`src/rtl/xadc_pkg.sv`:
```
// Shared types and constants for the XADC auxiliary-input scan logic.
package xadc_pkg;

    localparam int         NUM_AUX_CH       = 4;
    localparam logic [6:0] DRP_ADDR_DEFAULT = 7'h10;

    typedef enum logic [2:0] {
        IDLE,
        SELECT,
        SETTLE,
        WAIT_EOC1,
        WAIT_EOC2,
        READ,
        WAIT_DRDY,
        NEXT
    } scan_state_t;

    // Bits needed to hold 0..max_val, never less than one.
    function automatic int cnt_width(input int max_val);
        int w;
        w = $clog2(max_val + 1);
        return (w < 1) ? 1 : w;
    endfunction

endpackage

```
`src/rtl/mux_sel_encode.sv`:
```
// Turns a channel index into the external mux select, binary or one-hot.
module mux_sel_encode
    import xadc_pkg::*;
(
    input  logic [1:0]            ch,
    input  logic                  one_hot_sel,
    output logic [NUM_AUX_CH-1:0] sel
);

    // Encode the channel index in the requested select format.
    always_comb begin
        // NOTE: default first so every path assigns sel and no latch is inferred.
        sel = '0;
        if (one_hot_sel) begin
            sel[ch] = 1'b1;
        end else begin
            sel = {2'b00, ch};
        end
    end

endmodule

```
`src/rtl/xadc_aux_scan_ctrl.sv`:
```
// Round-robin scanner sharing the XADC aux input between four muxed sensors:
// select, settle, drop one straddling conversion, read the next over DRP.
module xadc_aux_scan_ctrl
    import xadc_pkg::*;
#(
    parameter int         SETTLE_CYCLES = 1000,
    parameter logic [6:0] DRP_ADDR      = DRP_ADDR_DEFAULT,
    parameter int         DRDY_TIMEOUT  = 255
) (
    input  logic        S_AXI_ACLK,
    input  logic        S_AXI_ARESETN,
    input  logic        enable,
    input  logic        one_hot_sel,
    input  logic        eoc,
    input  logic        drp_drdy,
    input  logic [15:0] drp_do,
    output logic        drp_den,
    output logic        drp_dwe,
    output logic [6:0]  drp_daddr,
    output logic [3:0]  mux_sel,
    output logic [11:0] MEASURED_AUX0,
    output logic [11:0] MEASURED_AUX1,
    output logic [11:0] MEASURED_AUX2,
    output logic [11:0] MEASURED_AUX3,
    output logic        busy,
    output logic        scan_done,
    output logic        drp_err
);

    localparam int SETTLE_W = cnt_width(SETTLE_CYCLES);
    localparam int TMO_W    = cnt_width(DRDY_TIMEOUT);

    scan_state_t          state;
    logic [1:0]           ch;
    logic [SETTLE_W-1:0]  settle_cnt;
    logic [TMO_W-1:0]     tmo_cnt;
    logic [11:0]          measured [NUM_AUX_CH];
    logic [3:0]           sel_enc;
    logic                 unused_do_lsbs;

    // The ADC result is left-justified; the low nibble carries no data.
    assign unused_do_lsbs = ^drp_do[3:0];

    assign drp_dwe   = 1'b0;
    assign drp_daddr = DRP_ADDR;

    assign MEASURED_AUX0 = measured[0];
    assign MEASURED_AUX1 = measured[1];
    assign MEASURED_AUX2 = measured[2];
    assign MEASURED_AUX3 = measured[3];

    mux_sel_encode u_mux_sel_encode (
        .ch          (ch),
        .one_hot_sel (one_hot_sel),
        .sel         (sel_enc)
    );

    // Scan sequencer: one channel per pass SELECT..NEXT, all outputs registered.
    always_ff @(posedge S_AXI_ACLK or negedge S_AXI_ARESETN) begin
        if (!S_AXI_ARESETN) begin
            state      <= IDLE;
            ch         <= '0;
            settle_cnt <= '0;
            tmo_cnt    <= '0;
            mux_sel    <= '0;
            drp_den    <= 1'b0;
            busy       <= 1'b0;
            scan_done  <= 1'b0;
            drp_err    <= 1'b0;
            // NOTE: the result registers are visible outputs that must read 0
            // after reset, so this small array is reset like any other flop.
            for (int i = 0; i < NUM_AUX_CH; i++) begin
                measured[i] <= '0;
            end
        end else begin
            // NOTE: non-blocking throughout, so every branch sees the
            // pre-edge values; strobes default low and are raised per state.
            drp_den   <= 1'b0;
            scan_done <= 1'b0;
            case (state)
                IDLE: begin
                    mux_sel <= '0;
                    busy    <= enable;
                    if (enable) state <= SELECT;
                end
                SELECT: begin
                    mux_sel    <= sel_enc;
                    settle_cnt <= SETTLE_W'(SETTLE_CYCLES);
                    state      <= (SETTLE_CYCLES == 0) ? WAIT_EOC1 : SETTLE;
                end
                SETTLE: begin
                    if (settle_cnt != '0) settle_cnt <= settle_cnt - SETTLE_W'(1);
                    if (settle_cnt <= SETTLE_W'(1)) state <= WAIT_EOC1;
                end
                WAIT_EOC1: begin
                    // This conversion may have started before the mux moved.
                    if (eoc) state <= WAIT_EOC2;
                end
                WAIT_EOC2: begin
                    if (eoc) begin
                        drp_den <= 1'b1;
                        state   <= READ;
                    end
                end
                READ: begin
                    tmo_cnt <= TMO_W'(DRDY_TIMEOUT);
                    state   <= WAIT_DRDY;
                end
                WAIT_DRDY: begin
                    if (drp_drdy) begin
                        measured[ch] <= drp_do[15:4];
                        state        <= NEXT;
                    end else if (tmo_cnt <= TMO_W'(1)) begin
                        drp_err <= 1'b1;
                        state   <= NEXT;
                    end else begin
                        tmo_cnt <= tmo_cnt - TMO_W'(1);
                    end
                end
                NEXT: begin
                    ch        <= ch + 2'd1;
                    scan_done <= (ch == 2'(NUM_AUX_CH - 1));
                    busy      <= enable;
                    if (enable) begin
                        state <= SELECT;
                    end else begin
                        state   <= IDLE;
                        mux_sel <= '0;
                    end
                end
                default: state <= IDLE;
            endcase
        end
    end

endmodule

```
`config.mk`:
```
export PLATFORM = sky130hd
export DESIGN_NAME = xadc_aux_scan_ctrl
export DESIGN_NICKNAME = d
export VERILOG_FILES = /design/src/rtl/xadc_pkg.sv /design/src/rtl/mux_sel_encode.sv /design/src/rtl/xadc_aux_scan_ctrl.sv
export SDC_FILE = /design/constraint.sdc
export NUM_CORES = 1
export LEC_CHECK = 0
export CAP_MARGIN = 30
export CORE_MARGIN = 3
export CORE_UTILIZATION = 53
export CTS_BUF_LIST = sky130_fd_sc_hd__clkbuf_8 sky130_fd_sc_hd__clkbuf_16
export DETAILED_ROUTE_END_ITERATION = 16
export HOLD_SLACK_MARGIN = 0.08
export PLACE_DENSITY = 0.89
export SYNTH_ARGS = -nofsm -noshare
export SYNTH_HDL_FRONTEND = slang
export SYNTH_SLANG_ARGS = --single-unit
```
`constraint.sdc`:
```
create_clock -name S_AXI_ACLK -period 3.5 [get_ports S_AXI_ACLK]
set_input_delay 1.05 -clock S_AXI_ACLK [delete_from_list [all_inputs] [get_ports S_AXI_ACLK]]
set_output_delay 1.05 -clock S_AXI_ACLK [all_outputs]
set_load 0.02 [all_outputs]
```
After elaboration in Yosys (flattened, before gate mapping)
Cells that the tools add are included.
- multiplexer cells: 24
- magnitude comparators: 6
- reduce and logical (&&, ||, !) cells: 14
- add/sub/neg operators: 3
- eq/ne operators: 17
- bitwise operators: 2
- operator list (operator ; number):
    bitwise mux 48 bit ; 1
    demux 12 bit (select 2 bit) ; 1
    one-hot mux 3 bit (8 select lines) ; 1
    one-hot mux 10 bit (2 select lines) ; 1
    2-to-1 mux 3 bit ; 6
    2-to-1 mux 8 bit ; 2
    inequality test 2 bit (second input constant) ; 8
    one-hot mux 8 bit (2 select lines) ; 1
    equality test 3 bit (second input constant) ; 4
    2-to-1 mux 12 bit ; 1
    one-hot mux 4 bit (3 select lines) ; 1
    <= comparator 10 x 1 -> 1 bit (second input constant) ; 1
    2-to-1 mux 10 bit ; 1
    nonzero test 10 bit ; 1
    subtractor 10 x 1 -> 10 bit (second input constant) ; 1
    <= comparator 8 x 1 -> 1 bit (second input constant) ; 1
    2-to-1 mux 4 bit ; 2
    subtractor 8 x 1 -> 8 bit (second input constant) ; 1
    equality test 3 x 2 -> 1 bit (second input constant) ; 2
    AND reduction 2 bit ; 3
    AND reduction 3 bit ; 2
    2-to-1 mux 1 bit ; 5
    AND reduction 5 bit ; 1
    nonzero test 2 bit ; 2
    15 further kinds ; 16
- logic and storage cells: 79
- input port bits: 22
- bits in registers: 79
- output and inout bits: 64

Depth between registers and ports, before layout
- depth after elaboration: 6
- gate-level depth with buffers: 7
- gate-level depth less buffers: 6

By module
Synthesis repeated with hierarchy kept, for this count alone.
- cell total of the unflattened synthesis: 304
- area, all modules: 3643.5 µm²
- by module, submodules not included (module ; seq. area each (µm²) ; times used ; area an instance (µm²) ; cells each):
    xadc_aux_scan_ctrl ; 1976.9 ; 1 ; 3595.9 ; 297
    mux_sel_encode ; 0.0 ; 1 ; 47.5 ; 7

Worst setup path after synthesis
No wires, ideal clock.
- kind: input to register
- start point: in drp_drdy
- end point: reg measured, in the netlist MEASURED_AUX0[0]
- setup slack: 1.347 ns
- buffers on the path: 1
- data arrival time: 2.028 ns
- setup time: 0.125 ns
- data required time: 3.375 ns
- stages on the path: 5
- cell sequence: nand2_1 -> nor3_1 -> nand2_1 -> clkbuf_1 -> mux2_2
- word-level cells in the longest chain between the ends: 1
- ends and longest elaborated chain (element ; line ; source):
    start, declared ; xadc_aux_scan_ctrl.sv:15 ; input logic drp_drdy,
    AND reduction 2 bit (no source line) ; n/a ;
    end signal, assigned by index ; xadc_aux_scan_ctrl.sv:111 ; measured[ch] <= drp_do[15:4];
    end, declared ; xadc_aux_scan_ctrl.sv:37 ; logic [11:0] measured [NUM_AUX_CH];
Every way passes these cells.
A chain may end at the register's enable or synchronous reset.

Worst setup path in the final report
- start point: in drp_drdy
- end point: reg measured, in the netlist MEASURED_AUX2[0]
The elaborated chain is that of the path after synthesis.

==> impl_metrics.env <==
export IMPL_hold_path_class="register to register"
export IMPL_critPathMaxFanout=10
export IMPL_grt_pass1_vias=2618
export IMPL_setup_viol=0
export IMPL_cts_root_buffer="clkbuf_8"
export IMPL_pwr_share_comb_pct=43.9
export IMPL_clock_sinks=79
export IMPL_worstSetupPathType="primary input to register"
export IMPL_ys_flop_type="dfrtp_1"
export IMPL_cts_tree="yes"
export IMPL_p_int_w=0.002509
export IMPL_max_freq_mhz=394.9
export IMPL_finalCritPeriodShare_pct=72.35
export IMPL_drive_above_1_share_pct=21.25
export IMPL_dr_pass1_iters=4
export IMPL_drt_total_wl_mm=7.997
export IMPL_initial_core_util_pct=55.58
export IMPL_ys_seq_elements=79
export IMPL_syn_to_final_growth_pct=27.83
export IMPL_finalSetupTns_ns=0
export IMPL_crit_path_end_kind="register"
export IMPL_hold_viol_final=0
export IMPL_synthTopCellsByArea="dfrtp_1 55%, mux2_2 15%, ha_1 3.2%, mux2i_1 2.2%, buf_4 1.7%"
export IMPL_pwr_share_clk_pct=17.0
export IMPL_final_cell_area_um2=4563
export IMPL_cp_arrival_ns=2.77
export IMPL_cp_required_ns=3.74
export IMPL_slew_headroom_pct=26.09
export IMPL_post_dp_hpwl_mm=5.515
export IMPL_crit_path_start_kind="primary input"
export IMPL_cap_viol_max_count=0
export IMPL_num_fill_cells=419
export IMPL_yosysWarnings=0
export IMPL_yosysTopAreaCellShare_pct=55.38
export IMPL_multi_input_area_um2=1471
export IMPL_ant_nets=0
export IMPL_p_sw_w=0.001544
export IMPL_peakVddDrop_mv=0.6094
export IMPL_crit_top_cell="nand2_1"
export IMPL_synthArstFlopShare_pct=100.0
export IMPL_grt_overflow=0
export IMPL_io_buffers=73
export IMPL_holdBufCountCts=0
export IMPL_antenna_found_initial=0
export IMPL_p_leak_nw=1.967
export IMPL_htreeDepth=3
export IMPL_viasPerCell=5.608
export IMPL_report_final_slew_viol_count=0
export IMPL_track_usage_pct=22.28
export IMPL_drtIter0Drc=96
export IMPL_num_rows=29
export IMPL_skew_ns=0.009280
export IMPL_regArea_um2=1977
export IMPL_cts_resized=0
export IMPL_grt_max_degree=80
export IMPL_swShare_pct=38.10
export IMPL_die_area_um2=7756
export IMPL_power_density_nw_per_um2=888.2
export IMPL_synth_distinct_cells=53
export IMPL_cts_path_max_buffers=2
export IMPL_tightest_slew_ns=1.106
export IMPL_synth_largest_area_cell="dfrtp_1"
export IMPL_grt_pass1_wl_mm=13.11
export IMPL_io_pins=86
export IMPL_clk_latency_ns=0.36
export IMPL_power_frac_seq_pct=39.0
export IMPL_antenna_cells=0
export IMPL_cts_clk_slew_worst_paths_ns=0.08
export IMPL_chipHeight_um=88.07
export IMPL_rsz0062_at_grt="no"
export IMPL_num_nets_final=393
export IMPL_numCtsBuffers=9
export IMPL_cts_setup_buffers=0
export IMPL_dpl_cell_area_um2=4329
export IMPL_core_area_um2=6422
export IMPL_synthCells=288
export IMPL_fin_crit_ns=2.532
export IMPL_synth_most_common_cell="dfrtp_1"
export IMPL_syn_cell_area_um2=3570
export IMPL_place_congestion=0.7293
export IMPL_vias=2490
export IMPL_cp_slowest_cell="clkdlybuf4s50_1"
export IMPL_seq_area_frac_synth_pct=55.38
export IMPL_wl_per_cell_um=18.01
export IMPL_status="finished clean"
export IMPL_synth_edf_count=0
export IMPL_drc_errors=0
export IMPL_synthTopCellsByCount="79 x dfrtp_1, 49 x mux2_2, 15 x nand2_1, 15 x nor2_1, 10 x clkbuf_1"
export IMPL_fp_dieW_um=88.07
export IMPL_slowest_delay_ns=0.48
export IMPL_cp_cell_sequence="clkdlybuf4s50_1, nand2_1, nor3_1, nand2_1, buf_4, mux2_2"
export IMPL_syn_avg_cell_area_um2=12.39
## sequential cells by signal, indices dropped and copies added, names as in the netlist
register,count
scan_done,1
ch,2
drp_den,1
MEASURED_AUX0,12
MEASURED_AUX2,12
MEASURED_AUX1,12
MEASURED_AUX3,12
mux_sel,4
state,3
drp_err,1
settle_cnt,10
tmo_cnt,8
busy,1
## path summary, 6_finish.rpt
check,from,slack [ns],depth (start not counted),endpoint
setup / recovery,drp_drdy,0.97,6,MEASURED_AUX2[0]$_DFFE_PN0P_
hold / removal,drp_err$_DFFE_PN0P_,0.47,1,drp_err$_DFFE_PN0P_
setup reg to reg,state[1]$_DFFE_PN0P_,1.30,5,MEASURED_AUX2[0]$_DFFE_PN0P_
hold reg to reg,drp_err$_DFFE_PN0P_,0.47,1,drp_err$_DFFE_PN0P_
max in group asynchronous,S_AXI_ARESETN,2.38,2,settle_cnt[3]$_DFFE_PN0P_
min in group asynchronous,S_AXI_ARESETN,0.55,1,settle_cnt[0]$_DFFE_PN0P_
## per-stage QoR
step | hold slack (ns) | util, % | instances | total power [W] | setup slack, ns
after floorplan | 0.4793 | - | 294 | 0.002562 | 1.347
after global placement | 0.4381 | 67.41 | 427 | 0.003278 | 0.6634
after global routing | 0.4806 | 71.05 | 444 | 0.004292 | 0.9023
after CTS | 0.4651 | 70.62 | 443 | 0.004078 | 1.018
final | 0.4682 | 71.05 | 444 | 0.004053 | 0.9677
after detailed placement | 0.4466 | 67.41 | 427 | 0.003371 | 0.6513
## power groups by stage
stage,clock network (W),logic (W),registers [W]
floorplan,0,0.000719,0.00184
global placement,0,0.00172,0.00156
detailed placement,0,0.00178,0.00159
CTS,0.000702,0.00180,0.00158
global route,0.000742,0.00191,0.00164
finish,0.000691,0.00178,0.00158
## per-layer routing
metal | track usage (%) | vias up | share of wire [%]
met1 | 25.51 | 1238 | 40
met3 | 8.843 | 16 | 8.1
li1 | - | 1167 | -
met4 | 8.516 | 0 | 1.7
met5 | 0 | - | 0
met2 | 37.67 | 69 | 50
## worst max-delay path: cells and delay by family
family,cells,cell delay [ns]
buffers and inverters,2,0.73
muxes,1,0.28
and+or+nand+nor,3,0.72
## logic make-up after synthesis
kind of cell / after synthesis / share of synthesized area (%)
simple gates: 75 / 11.60
buf+inv: 28 / 4.031
flops: 79 / 55.38
xor+xnor: 2 / 0.4908
compound gates: 36 / 7.431
mux: 57 / 17.70
fa+ha+maj: 9 / 3.155
other cells: 2 / 0.2104
## cell type report
cell class | count | area share (%)
flip-flops and latches | 79 | 43.32
clock inverters | 7 | 1.810
repair buffers | 78 | 17.22
multi-input cells | 187 | 32.25
well taps | 77 | 2.111
inverters | 7 | 0.5758
clock buffers | 9 | 2.715
## layout by cell type, fill, tap and decap left out, types with 3 or more instances in the layout
master and instances:
clkdlybuf4s50_1 72, buf_4 5, nand3_1 5, nand4_1 3, and2_1 4, nor4_1 6, dfrtp_1 79, a211oi_1 4
clkbuf_8 9, o21ai_0 9, nor3_1 8, mux2i_1 8, mux2_2 49, inv_1 7, nand2_1 15, clkinv_4 3
nor2_1 15, conb_1 8, a21oi_1 4, ha_1 9
Note: power is estimated with default switching activity, not from simulation.
